[src/rtl/bsg_rr_scan_arb_if.sv]
// Request/grant bundle for the round-robin scan arbiter.
// master = arbiter side, slave = requester/consumer side.
interface bsg_rr_scan_arb_if #(
  parameter int width_p = 4
);
  localparam int tag_width_lp = (width_p > 1) ? $clog2(width_p) : 1;

  logic [width_p-1:0]      reqs_i;
  logic [width_p-1:0]      accept_o;
  logic                    v_o;
  logic [width_p-1:0]      grants_o;
  logic [tag_width_lp-1:0] tag_o;
  logic                    yumi_i;

  modport master (
    input  reqs_i,
    input  yumi_i,
    output accept_o,
    output v_o,
    output grants_o,
    output tag_o
  );

  modport slave (
    output reqs_i,
    output yumi_i,
    input  accept_o,
    input  v_o,
    input  grants_o,
    input  tag_o
  );
endinterface

[src/rtl/bsg_rr_scan_arb.sv]
// Round-robin arbiter with a registered one-entry grant stage; the winner is
// found with an OR prefix scan over a pointer-masked request vector.
module bsg_rr_scan_arb #(
  parameter int width_p = 4
) (
  input  logic                  clk_i,
  input  logic                  reset_n_i,
  bsg_rr_scan_arb_if.master     arb
);
  localparam int tag_width_lp = (width_p > 1) ? $clog2(width_p) : 1;

  if (width_p < 1 || width_p > 32) begin : g_bad_width
    $error("bsg_rr_scan_arb: width_p must be in 1..32");
  end

  logic [tag_width_lp-1:0]              last_r;
  logic                                 v_r;
  logic [width_p-1:0]                   grants_r;
  logic [tag_width_lp-1:0]              tag_r;

  logic [width_p-1:0]                   hi_mask;
  logic [width_p-1:0]                   masked;
  logic [width_p-1:0]                   cand;
  logic [width_p-1:0]                   scan;
  logic [width_p-1:0]                   winner;
  logic [tag_width_lp-1:0][width_p-1:0] tag_terms;
  logic [tag_width_lp-1:0]              win_tag;
  logic                                 load;
  logic                                 any_req;
  logic                                 capture;

  assign load    = ~v_r | arb.yumi_i;
  assign any_req = |arb.reqs_i;
  assign capture = reset_n_i & load & any_req;

  // Keep only requesters strictly after the pointer; fall back to the full
  // vector when none remain, which realises the wrap-around order.
  for (genvar gi = 0; gi < width_p; gi++) begin : g_mask
    localparam logic [tag_width_lp-1:0] idx_c = tag_width_lp'(gi);
    assign hi_mask[gi] = (idx_c > last_r);
  end

  assign masked = arb.reqs_i & hi_mask;
  assign cand   = (|masked) ? masked : arb.reqs_i;

  for (genvar gi = 0; gi < width_p; gi++) begin : g_scan
    if (gi == 0) begin : g_first
      assign scan[gi] = cand[gi];
    end else begin : g_rest
      assign scan[gi] = scan[gi-1] | cand[gi];
    end
  end

  assign winner = scan & ~(scan << 1);

  // One-hot to binary: each tag bit ORs the winner bits whose index has it set.
  for (genvar gi = 0; gi < width_p; gi++) begin : g_enc
    localparam logic [tag_width_lp-1:0] idx_c = tag_width_lp'(gi);
    for (genvar bi = 0; bi < tag_width_lp; bi++) begin : g_bit
      assign tag_terms[bi][gi] = winner[gi] & idx_c[bi];
    end
  end

  for (genvar bi = 0; bi < tag_width_lp; bi++) begin : g_tag
    assign win_tag[bi] = |tag_terms[bi];
  end

  always_ff @(posedge clk_i) begin
    if (!reset_n_i) begin
      v_r      <= 1'b0;
      grants_r <= '0;
      tag_r    <= '0;
      last_r   <= tag_width_lp'(width_p - 1);
    end else if (load) begin
      if (any_req) begin
        v_r      <= 1'b1;
        grants_r <= winner;
        tag_r    <= win_tag;
        last_r   <= win_tag;
      end else begin
        v_r      <= 1'b0;
      end
    end
  end

  assign arb.accept_o = capture ? winner : '0;
  assign arb.v_o      = v_r;
  assign arb.grants_o = grants_r;
  assign arb.tag_o    = tag_r;

  a_yumi_needs_v: assert property (@(posedge clk_i) disable iff (!reset_n_i)
      !(arb.yumi_i && !v_r))
    else $error("bsg_rr_scan_arb: yumi_i asserted while v_o=0");

  a_grant_onehot: assert property (@(posedge clk_i) disable iff (!reset_n_i)
      $onehot0(grants_r) && $onehot0(arb.accept_o))
    else $error("bsg_rr_scan_arb: grant or accept not one-hot");

  a_grant_matches_tag: assert property (@(posedge clk_i) disable iff (!reset_n_i)
      !v_r || (grants_r == (width_p'(1) << tag_r)))
    else $error("bsg_rr_scan_arb: grants_o does not match tag_o");
endmodule
[src/flat_wrapper.sv]
// flat-port wrapper written by rule: the top's interface ports become plain ports
module bsg_rr_scan_arb_flat 
#(
  parameter int width_p = 4
)
  (clk_i, reset_n_i, arb_reqs_i, arb_yumi_i, arb_accept_o, arb_v_o, arb_grants_o, arb_tag_o);
  bsg_rr_scan_arb_if #(.width_p(width_p)) arb_i ();
  input  logic clk_i;
  input  logic reset_n_i;
  input wire logic [$bits(arb_i.reqs_i)-1:0] arb_reqs_i;
  input wire logic [$bits(arb_i.yumi_i)-1:0] arb_yumi_i;
  output wire logic [$bits(arb_i.accept_o)-1:0] arb_accept_o;
  output wire logic [$bits(arb_i.v_o)-1:0] arb_v_o;
  output wire logic [$bits(arb_i.grants_o)-1:0] arb_grants_o;
  output wire logic [$bits(arb_i.tag_o)-1:0] arb_tag_o;
  assign arb_i.reqs_i = arb_reqs_i;
  assign arb_i.yumi_i = arb_yumi_i;
  assign arb_accept_o = arb_i.accept_o;
  assign arb_v_o = arb_i.v_o;
  assign arb_grants_o = arb_i.grants_o;
  assign arb_tag_o = arb_i.tag_o;
  bsg_rr_scan_arb #(.width_p(width_p)) u_core (.clk_i(clk_i), .reset_n_i(reset_n_i), .arb(arb_i));
endmodule
[config.mk]
export PLATFORM = sky130hd
export DESIGN_NAME = bsg_rr_scan_arb_flat
export DESIGN_NICKNAME = d
export VERILOG_FILES = /design/src/rtl/bsg_rr_scan_arb_if.sv /design/src/rtl/bsg_rr_scan_arb.sv /design/src/flat_wrapper.sv
export SDC_FILE = /design/constraint.sdc
export NUM_CORES = 1
export LEC_CHECK = 0
export CAP_MARGIN = 40
export CORE_AREA = 2 2 39 41
export CTS_CLUSTER_DIAMETER = 100
export DETAILED_ROUTE_END_ITERATION = 12
export DIE_AREA = 0 0 41 43
export GPL_ROUTABILITY_DRIVEN = 0
export SETUP_SLACK_MARGIN = 0.4
export SLEW_MARGIN = 5
export SYNTH_ARGS = -nofsm -noshare
export SYNTH_HDL_FRONTEND = slang
export SYNTH_SLANG_ARGS = --single-unit
[constraint.sdc]
create_clock -name clk_i -period 1.9 [get_ports clk_i]
set_input_delay 0.38 -clock clk_i [delete_from_list [all_inputs] [get_ports clk_i]]
set_output_delay 0.38 -clock clk_i [all_outputs]
set_load 0.005 [all_outputs]
### Yosys cells after proc, flatten, opt, wreduce, memory -nomap -nowiden

Cells that the tools add are included.

| word-level totals | value |
|---|---|
| register bits after elaboration | 9 |
| latch bits | 0 |
| RAM bits | 0 |
| ROM bits | 0 |
| input port bits | 7 |
| output and inout port bits | 11 |
| word-level logic and storage cells | 26 |
| memories kept | 0 |

| operators by class | value |
|---|---|
| add/sub/neg operators | 0 |
| $mul | 0 |
| divide/modulo/power cells | 0 |
| $lt $le $gt $ge | 4 |
| eq/ne operators | 0 |
| shift operators | 0 |
| multiplexer cells | 3 |
| bitwise operators | 10 |
| reduce and logical (&&, ||, !) cells | 5 |

Operator list:

| kind | count |
|---|---|
| $and 4x4->4 | 2 |
| $mux 4 | 2 |
| $reduce_or 4->1 | 2 |
| $gt 1x2->1 const A | 2 |
| $gt 2x2->1 const A | 2 |
| $not 4->4 | 1 |
| $or 1x1->1 | 4 |
| $reduce_or 2->1 | 2 |
| $and 1x1->1 | 2 |
| $reduce_and 2->1 | 1 |
| $mux 1 | 1 |
| $not 1->1 | 1 |

### Logic depth before layout (Yosys ltp)

Gate-level depths: netlist of run 1.

| logic depth | value |
|---|---|
| depth after elaboration | 9 |
| depth in mapped cells | 6 |
| mapped depth without buffers | 5 |

### Least setup slack after synthesis of run 1

OpenSTA, ideal clock, no wires.

| path | value |
|---|---|
| path type | register to output |
| start | register u_core.last_r[1] |
| end | output port arb_accept_o[3] |
| arrival time | 1.347 ns |
| required time | 1.520 ns |
| slack | 0.173 ns |
| cell stages (with the launch flop) | 7 |
| buffers on the path | 1 |
| cells stage by stage | dfxtp_1 inv_2 a21oi_1 o221a_2 or3b_1 buf_6 nor2_1 |

| on the way | value |
|---|---|
| word-level cells in the longest chain between the ends | 9 |
| elaborated cells on any way between the ends | 13 |
| classes of those cells | 4 x order compare; 2 x mux; 6 x bitwise; 1 x reduce/logical |

RTL lines:

| item | RTL line | text |
|---|---|---|
| start, declared | bsg_rr_scan_arb.sv:16 | `logic [tag_width_lp-1:0] last_r;` |
| start signal, assigned | bsg_rr_scan_arb.sv:73 | `last_r <= tag_width_lp'(width_p - 1);` |
| start signal, assigned | bsg_rr_scan_arb.sv:79 | `last_r <= win_tag;` |
| $gt 1x2->1 / $gt 2x2->1 (equally long branches) | bsg_rr_scan_arb.sv:40 | `assign hi_mask[gi] = (idx_c > last_r);` |
| $and 4x4->4 * | bsg_rr_scan_arb.sv:43 | `assign masked = arb.reqs_i & hi_mask;` |
| $reduce_or 4->1 | bsg_rr_scan_arb.sv:44 | `assign cand = (\|masked) ? masked : arb.reqs_i;` |
| $mux 4 * | bsg_rr_scan_arb.sv:44 |  |
| $or 1x1->1 (2 in a row) | bsg_rr_scan_arb.sv:50 | `assign scan[gi] = scan[gi-1] \| cand[gi];` |
| $or 1x1->1 / $not 4->4 (equally long branches) | bsg_rr_scan_arb.sv:50, bsg_rr_scan_arb.sv:54 |  |
| $and 4x4->4 * | bsg_rr_scan_arb.sv:54 | `assign winner = scan & ~(scan << 1);` |
| $mux 4 * | bsg_rr_scan_arb.sv:86 | `assign arb.accept_o = capture ? winner : '0;` |
| end, declared | flat_wrapper.sv:12 | `output wire logic [$bits(arb_i.accept_o)-1:0] arb_accept_o;` |

Mark *: on every way between the ends. The rest lies on a longest branch, timed or not.

### Final worst setup path of run 1

Ends and elaborated chain as after synthesis.

==> results of run 1 <==
power breakdown:
part / switching, W / internal [W]
Combinational: 0.0000950 / 0.000132
Sequential: 0.0000149 / 0.000207
Clock: 0.0000726 / 0.0000812
worst reg2reg max path, cell delays in order, from the launching register on:
cell     delay (ps)
dfxtp_4         370
inv_4            70
a21oi_4          50
o221a_4         270
or3_4           400
buf_4           150
buf_6           120
a21oi_4         140
cell families after synthesis:
group / count (synthesis) / synth area share (%)
AOI/OAI and AO/OA: 17 / 27.1
buffers and inverters: 5 / 5.86
DFF: 9 / 40.2
and+or+nand+nor: 23 / 26.8
per-layer routing:
| metal | GRT usage (%) | part of all wire (%) |
|---|---|---|
| met3 | 6.28 | 3.9 |
| met4 | 8.00 | 0.54 |
| met2 | 32.2 | 58 |
| met1 | 24.0 | 37 |
| met5 | 0 | 0 |
cell type report:
cell class	instances	area, um^2
Timing Repair Buffer	42	364
Multi-Input combinational cell	40	344
Tap cell	16	20.0
Inverter	3	15.0
Sequential cell	9	191
Fill cell	108	423
Clock buffer	4	26.3
layout by cell type, fill, tap and decap left out, drive strengths merged, types with 2 or more instances in the layout:
cell type / synthesis / final
a31oi: 2 / 2
dlymetal6s2s: 0 / 4
nand2: 6 / 6
a21oi: 9 / 9
nor2: 6 / 6
clkdlybuf4s50: 0 / 3
o21ai: 3 / 3
nand3: 2 / 2
buf: 1 / 32
dlygate4sd2: 0 / 2
dfxtp: 9 / 9
inv: 2 / 2
clkbuf: 1 / 5
metrics by stage:
stage                     utilization [%]  instances  setup slack, ps  instance area, um^2  power, W
after floorplan                         -         54              249                  464  0.000289
after global placement               54.8        101             -775                  758  0.000382
after detailed placement             54.8        101             -789                  758  0.000383
after CTS                            62.7        112            -98.9                  868  0.000569
after global routing                 69.4        114             -160                  961  0.000635
final                                69.4        114             -105                  961  0.000603
final timing paths:
path                                from                     end  cells past startpoint
setup / recovery        u_core.last_r[1]         arb_accept_o[3]                      6
hold reg to reg   u_core.arb.grants_o[0]  u_core.arb.grants_o[0]                      2
setup reg to reg        u_core.last_r[1]  u_core.arb.grants_o[1]                      7
hold / removal    u_core.arb.grants_o[0]  u_core.arb.grants_o[0]                      2
registers in the layout, indices dropped and copies added, names as in the netlist:
| signal | flops |
|---|---|
| u_core.arb.grants_o | 4 |
| u_core.arb.tag_o | 2 |
| u_core.arb.v_o | 1 |
| u_core.last_r | 2 |
repair_timing:
action / in CTS / in global routing
buffers inserted: 7 / 2
endpoints found under the setup margin: 12 / 17
resized for setup: 52 / 22
pin swaps: 8 / 9
==> metrics, run 1 <==
status=finished with violations; failing checks=setup timing; worst clock skew=4.49 ps; later-pin clock latency in the skew report=roughly 270 ps; initial antenna violation count=0; starting density of the core=32.4%; # DRC=0; Layout Nets=106; Die X=41 um; period utilisation layout=106%; RSZ-0062 raised after global routing=yes; htree depth=1; number of distinct library cells after synthesis=25; number of synthesized flops with an enable pin=0; pin count of the biggest net entering global routing=10; Main synth FF type=dfxtp_1; DRC marker count from the first detailed-route iteration=7; slew margin rel.=between 80% and 90%; mean post-synth cell area=8.30 um^2; Worst setup SP type=flop; mapped cell area=448 um^2; CP delay by family, top=simple AND/OR/NAND/NOR gates; num rows=14; Clock Path Buffers=2; grt ovf=0; Hold Slack=453 ps; Hold Vio Cnt, Final=0; post-synth top area cell=dfxtp_1; Static Leak=0.470 nW; Worst Path Required=1520 ps; Final WS setup=-105 ps; count leader, synth=dfxtp_1; DR pass1 iterations=4; CP Capture Type=primary output; DIE AREA=between 1500 and 2000 um^2; Area Growth Syn to Fin=115%; CTS tree=built; Worst-path clk slew=70 ps; post-synth top area share=40.2%; die height=43 um; final WL=1660 um; Antenna Nets Post-Route=0; core area=between 1000 and 1500 um^2; critical path arrival=1620 ps; GRT Total Usage=20.2%; first-pass GRT wire length=2340 um; # hold bufs at CTS=0; final setup fails=2; share of post-route cells with drive strength above 1=63.3%; Synth async-reset ratio=0%; drt wl/cell=14.6 um; vias in the first global route=534; syn_nets=61; Worst path max stage delay=390 ps; Slew Limit Fails=0; final worst path period need=2000 ps; Fmax=0.499 GHz; Final HPWL DP=928 um; slowest CP cell=or3b_4; Area contributors post-synth=dfxtp_1, a21oi_1, nand2_1; worst-path cell chain=inv_4 > a21oi_4 > o221a_4 > or3b_4 > nor2_4 > buf_2; Post-Syn Instances=54; crit path max fanout=4; Yosys warnings=0; n_diodes=0; root buffer cell=clkbuf_4; WP buf/inv=2; CTS Buf Count=3; Seq/Total Area, Yosys=between 40 and 50%; number of clock sinks=9; reg2reg setup slack=between 200 and 300 ps; top cells by count, synth=dfxtp_1, a21oi_1, nand2_1, nor2_1, o21ai_0; # IOs=18; Via-to-Cell Ratio=~5; Cell Pwr Density=628 nW/um^2; Crit Path Class=reg -> out; maxcap violations=0; worst slew pin tran=289 ps; flops & latches, synth=9; VDD IR-drop max=between 300 and 400 uV; Hold WC Path Type=reg -> reg; via count=574; port bufs=17; setup TNS=-206 ps
Note: power is estimated with default switching activity, not from simulation.
==> inputs of run 2 (changes only) <==
--- a/config.mk
+++ b/config.mk
@@ -6,4 +6,5 @@
 export NUM_CORES = 1
 export LEC_CHECK = 0
+export ABC_AREA = 0
 export CAP_MARGIN = 40
 export CORE_AREA = 2 2 39 41
==> constraint.sdc (replaced) <==
create_clock -name clk_i -period 1.9 [get_ports clk_i]
set_input_delay 0.285 -clock clk_i [delete_from_list [all_inputs] [get_ports clk_i]]
set_output_delay 0.285 -clock clk_i [all_outputs]
set_load 0.005 [all_outputs]
==> run 2 against run 1 <==
Compared with the run above:
- the run now ends clean
- non-clock buffer count fell by 2
- flip-flop and latch count unchanged
- count of clock-buffer cells in the layout shrank 1
- core utilization decreased by 5.2 points
- total power is 4.4% lower
- cell count shrank 1.8%
- critical path type unchanged
- largest power group is now registers
==> metrics, run 2 (synthesis results as in run 1) <==
# hold bufs at CTS=0 (unchanged); Hold WC Path Type=reg -> reg; vias in the first global route=535 (+0.19%); most frequent cells in the layout=buf_4, clkdlybuf4s50_1, buf_6; Psw=0.000171 W (-6.2%); starting density of the core=32.4% (unchanged); worst hold stages=2 (unchanged); final WL=1350 um (-19%); Area Growth Syn to Fin=98.3%; Tot Pwr=0.000576 W (-4.4%); DRC marker count from the first detailed-route iteration=8 (+1); Worst setup SP type=flop; Comb pwr share=34.7% (-3.0 points); worst flop-to-flop path startpoint=u_core.last_r[1]; RSZ-0062 raised after global routing=yes; final setup fails=0 (-2); Antenna Nets Post-Route=0 (unchanged); Clock Path Buffers=2 (unchanged); via count=538 (-6.3%); Crit Path Class=reg -> out; root buffer cell=clkbuf_4; port bufs=17 (unchanged); CTS tree=built; Worst-path clk slew=70 ps (about the same); Final WS setup=9.85 ps (+115 ps); Final HPWL DP=879 um (-5.2%); first-pass GRT wire length=2130 um (-9.1%); Slew Limit Fails=0 (unchanged); VDD IR-drop max=469 uV (+23%); critical path arrival=1610 ps (about the same); Fmax=0.529 GHz (+6.1%); Die X=41 um (unchanged); n_diodes=0 (unchanged); Hold Vio Cnt, Final=0 (unchanged); Flop pwr share=38.0% (+1.2 points); Static Leak=0.379 nW (-19%); max reg flops=4 (unchanged); Switching Share=29.7% (-0.57 points); core area=1380 um^2 (unchanged); htree depth=1 (unchanged); P_int=0.000405 W (-3.7%); R2R cell count=6 (-1); CP Capture Type=primary output; slew margin rel.=79.6% (-0.97 points); clock share of power=27.4% (+1.9 points); drt wl/cell=12.1 um (-17%); # IOs=18 (unchanged); status=completed; Cell Pwr Density=649 nW/um^2 (+3.4%); DR pass1 iterations=4 (unchanged); worst slew pin tran=303 ps (+14.4 ps); hold endpoint=u_core.arb.grants_o[0]; num rows=14 (unchanged); initial antenna violation count=0 (unchanged); worst clock skew=5.74 ps (+1.25 ps); share of post-route cells with drive strength above 1=53.1% (-10 points); Setup WS pre-CTS=-563 ps (+226 ps); number of clock sinks=9 (unchanged); final worst path period need=1890 ps (-115 ps); Layout Nets=104 (-1.9%); grt ovf=0 (unchanged); die height=43 um (unchanged); later-pin clock latency in the skew report=280 ps (about the same); setup TNS=0 ps (+206 ps); Via-to-Cell Ratio=4.80 (-4.6%); pin count of the biggest net entering global routing=10 (unchanged); Hold Startpoint=u_core.arb.grants_o[0]; DIE AREA=1760 um^2 (unchanged); GRT Total Usage=18.0% (-2.2 points); crit path max fanout=3 (-1); period utilisation layout=99.5% (-6.0 points); # DRC=0 (unchanged); CTS Buf Count=3 (unchanged); maxcap violations=0 (unchanged); Worst Path Required=1620 ps (+100 ps); reg2reg setup slack=410 ps (+150 ps); commonest non-fill, non-tap cell in the layout=buf_4; RR Endpoint=u_core.arb.tag_o[0]
[run 2: worst max-delay path, stage by stage, from the launching register on]
cell     delay [ps]
dfxtp_2         340
inv_2            70
a21oi_2          60
o221a_4         270
or3b_4          400
nor2_4           80
buf_2           110
[run 2: final cells by class]
| class | count | area [um^2] |
|---|---|---|
| fillers | 121 | 495 |
| inverters | 3 | 11.3 |
| flip-flops and latches | 9 | 186 |
| clock inverters | 1 | 5.00 |
| repair buffers | 40 | 344 |
| multi-input cells | 40 | 299 |
| clock buffers | 3 | 22.5 |
| well taps | 16 | 20.0 |
[run 2: worst max path at each step]
stage                                  to  slack [ps]        startpoint
after floorplan           arb_accept_o[3]         340  u_core.last_r[1]
after global placement    arb_accept_o[3]        -550     arb_reqs_i[3]
after detailed placement  arb_accept_o[3]        -560     arb_reqs_i[3]
after CTS                 arb_accept_o[3]         -10  u_core.last_r[1]
after global routing      arb_accept_o[3]         -60  u_core.last_r[1]
final                     arb_accept_o[3]          10  u_core.last_r[1]
[run 2: metrics by stage]
step	cells	util [%]	hold slack [ps]	area, um^2
after CTS	112	62.6	456	866
after global placement	103	55.6	444	769
after global routing	112	64.2	476	888
final	112	64.2	453	888
after detailed placement	103	55.6	448	769
after floorplan	54	-	357	459
[run 2: power groups by stage]
stage	clock network (W)	logic, W	registers [W]
detailed placement	0	0.000163	0.000221
CTS	0.000160	0.000189	0.000217
finish	0.000158	0.000200	0.000219
global placement	0	0.000162	0.000221
floorplan	0	0.0000653	0.000222
global route	0.000172	0.000216	0.000221
[run 2: routing by layer]
metal / up-vias / track usage, % / share of wire (%)
met5: - / 0 / 0
met4: 0 / 4.67 / 3.7
met3: 4 / 8.38 / 6.0
met2: 17 / 28.1 / 46
met1: 240 / 21.4 / 44
li1: 277 / - / -
[run 2: what timing repair did]
item	CTS	global route
setup buffers	5	0
pin swaps	6	4
endpoints found under the hold margin	0	0
resized for setup	38	11
setup endpoints to repair	11	11
==> inputs of run 3 (changes only) <==
GPL_TIMING_DRIVEN = 0   (was default)
==> run 3 against run 2 <==
Compared with the run above:
- the flow now finishes with violations (setup timing)
- core utilization is 7.7 points lower
- combinational power down 19%
- global-route usage is 1.5 points lower
- critical path depth did not move
- cell area decreased by 12%
- count of clock-buffer cells in the layout increased by 1
- cell count is 8.9% lower
- wire length shrank 3.8%
- critical endpoint unchanged
- largest cell class is now multi-input gates
- largest power group unchanged
- highest routed layer unchanged
==> metrics, run 3 (synthesis results as in run 1) <==
worst-path cell chain=o21ai_0 > o211ai_1 > or3b_1 > buf_6 > nor2_4 > buf_2; grt met2 use=25.3% (-2.8 points); commonest non-fill, non-tap cell in the layout=buf_4; DR pass1 iterations=3 (-1); pin count of the biggest net entering global routing=11 (+1); Crit Path Class=reg -> out; slowest CP cell=dfxtp_2; Tot Pwr=0.000536 W (-7.1%); worst flop-to-flop path startpoint=u_core.last_r[0]; Critical Path Stages=6 (unchanged); die height=43 um (unchanged); Final WS setup=-78.5 ps (-88.4 ps); most frequent cells in the layout=buf_4, clkdlybuf4s50_1, a21oi_1, nand2_1, dfxtp_1; Final Core Density=56.5% (-7.7 points); worst slew pin tran=364 ps (+60.5 ps); drt wl/cell=12.8 um (+5.7%); n_diodes=0 (unchanged); grt met1 use=19.3% (-2.1 points); Antenna Nets Post-Route=0 (unchanged); port bufs=17 (unchanged); Worst path max stage delay=390 ps (about the same); number of clock sinks=9 (unchanged); failing checks=setup timing; later-pin clock latency in the skew report=280 ps (about the same); Post-Layout Cell Count=102 (-8.9%); Switching Share=29.4% (-0.31 points); final worst path period need=1980 ps (+88.4 ps); Via-to-Cell Ratio=5.09 (+5.9%); M3 GR Usage=9.42% (+1.0 points); CTS Buf Count=3 (unchanged); Worst Path Required=1620 ps (about the same); # DRC=0 (unchanged); Fmax=0.505 GHz (-4.5%); Hold Vio Cnt, Final=0 (unchanged); Clock Path Buffers=2 (unchanged); Worst-path clk slew=70 ps (about the same); CP Capture Type=primary output; DRC marker count from the first detailed-route iteration=3 (-5); core area=1380 um^2 (unchanged); P_int=0.000378 W (-6.7%); Psw=0.000157 W (-8.1%); worst hold stages=2 (unchanged); num rows=14 (unchanged); worst clock skew=9.40 ps (+3.66 ps); final WL=1300 um (-3.8%); number of fill cells=140 (+16%); CP delay by family, top=simple AND/OR/NAND/NOR gates; Worst setup SP type=flop; crit path from=u_core.last_r[0]; Cell Pwr Density=685 nW/um^2 (+5.6%); DIE AREA=1760 um^2 (unchanged); RSZ-0062 raised after global routing=yes; Hold Startpoint=reset_n_i; vias in the first global route=457 (-15%); crit path max fanout=6 (+3); htree depth=1 (unchanged); starting density of the core=32.4% (unchanged); VDD IR-drop max=455 uV (-3.1%); placed insts=87 (-16%); Area Growth Syn to Fin=74.6%; Slew Limit Fails=0 (unchanged); slew margin rel.=75.6% (-4.1 points); Static Leak=0.328 nW (-14%); status=finished with violations; max reg flops=4 (unchanged); period utilisation layout=104% (+4.7 points); GRT Total Usage=16.5% (-1.5 points); final setup fails=2 (+2); Final HPWL DP=788 um (-10%); Layout Nets=94 (-9.6%); Flop pwr share=41.0% (+3.0 points); clock share of power=29.1% (+1.7 points); root buffer cell=clkbuf_4; maxcap violations=0 (unchanged); R2R cell count=7 (+1); Hold WC Path Type=in -> reg; CTS tree=built; grt ovf=0 (unchanged); via count=519 (-3.5%); initial antenna violation count=0 (unchanged); first-pass GRT wire length=1900 um (-10%); share of post-route cells with drive strength above 1=44.2% (-8.9 points); # IOs=18 (unchanged); WP buf/inv=2 (unchanged); busiest grt layer=met2; Die X=41 um (unchanged); critical path arrival=1690 ps (+80 ps); Comb pwr share=30.0% (-4.7 points)
run 3: changes by cell type in the layout (fill, tap and decap cells not counted), sizes merged:
cell and delta:
clkinv -1, clkbuf +2, dlygate4sd2 +3, buf -12
clkdlybuf4s50 -1, clkdlybuf4s15 -1
run 3: metal layers:
metal / routed length (um) / part of all wire [%]
met5: 0 / 0
met4: 14 / 1.1
met3: 73 / 5.6
met2: 673 / 52
met1: 540 / 41
run 3: final timing paths:
kind,end,slack (ps)
min,u_core.last_r[0],430
min reg2reg,u_core.arb.grants_o[3],470
max,arb_accept_o[3],-80
max reg2reg,u_core.arb.tag_o[0],220
run 3: cell type report:
| cell class | count | area, um^2 | share of cell area [%] |
|---|---|---|---|
| buffer | 2 | 25.0 | 3.20 |
| inverter | 3 | 18.8 | 2.40 |
| timing repair buffer | 28 | 234 | 29.9 |
| sequential | 9 | 186 | 23.8 |
| multi-input combinational | 40 | 272 | 34.7 |
| tap | 16 | 20.0 | 2.56 |
| clock buffer | 4 | 26.3 | 3.36 |
run 3: per-stage QoR:
stage / area [um^2] / worst slack, ps / hold slack [ps] / setup TNS [ps]
finish: 782 / -78.5 / 428 / -113
CTS: 744 / -86.2 / 422 / -158
detailed placement: 649 / -718 / 458 / -2720
global placement: 649 / -720 / 446 / -2750
global route: 782 / -133 / 431 / -242
floorplan: 459 / 340 / 357 / 0
run 3: power groups by stage:
stage / Sequential, W / Clock (W) / Combinational [W]
6_report: 0.000219 / 0.000156 / 0.000161
3_3_place_gp: 0.000223 / 0 / 0.000122
3_5_place_dp: 0.000223 / 0 / 0.000122
4_1_cts: 0.000218 / 0.000160 / 0.000145
2_1_floorplan: 0.000222 / 0 / 0.0000653
5_1_grt: 0.000221 / 0.000169 / 0.000174
run 3: timing repair:
action / CTS / global route
gates resized for setup: 36 / 3
hold buffers: 0 / 0
setup endpoints to repair: 12 / 10
pin swaps: 5 / 6
buffers inserted: 7 / 4
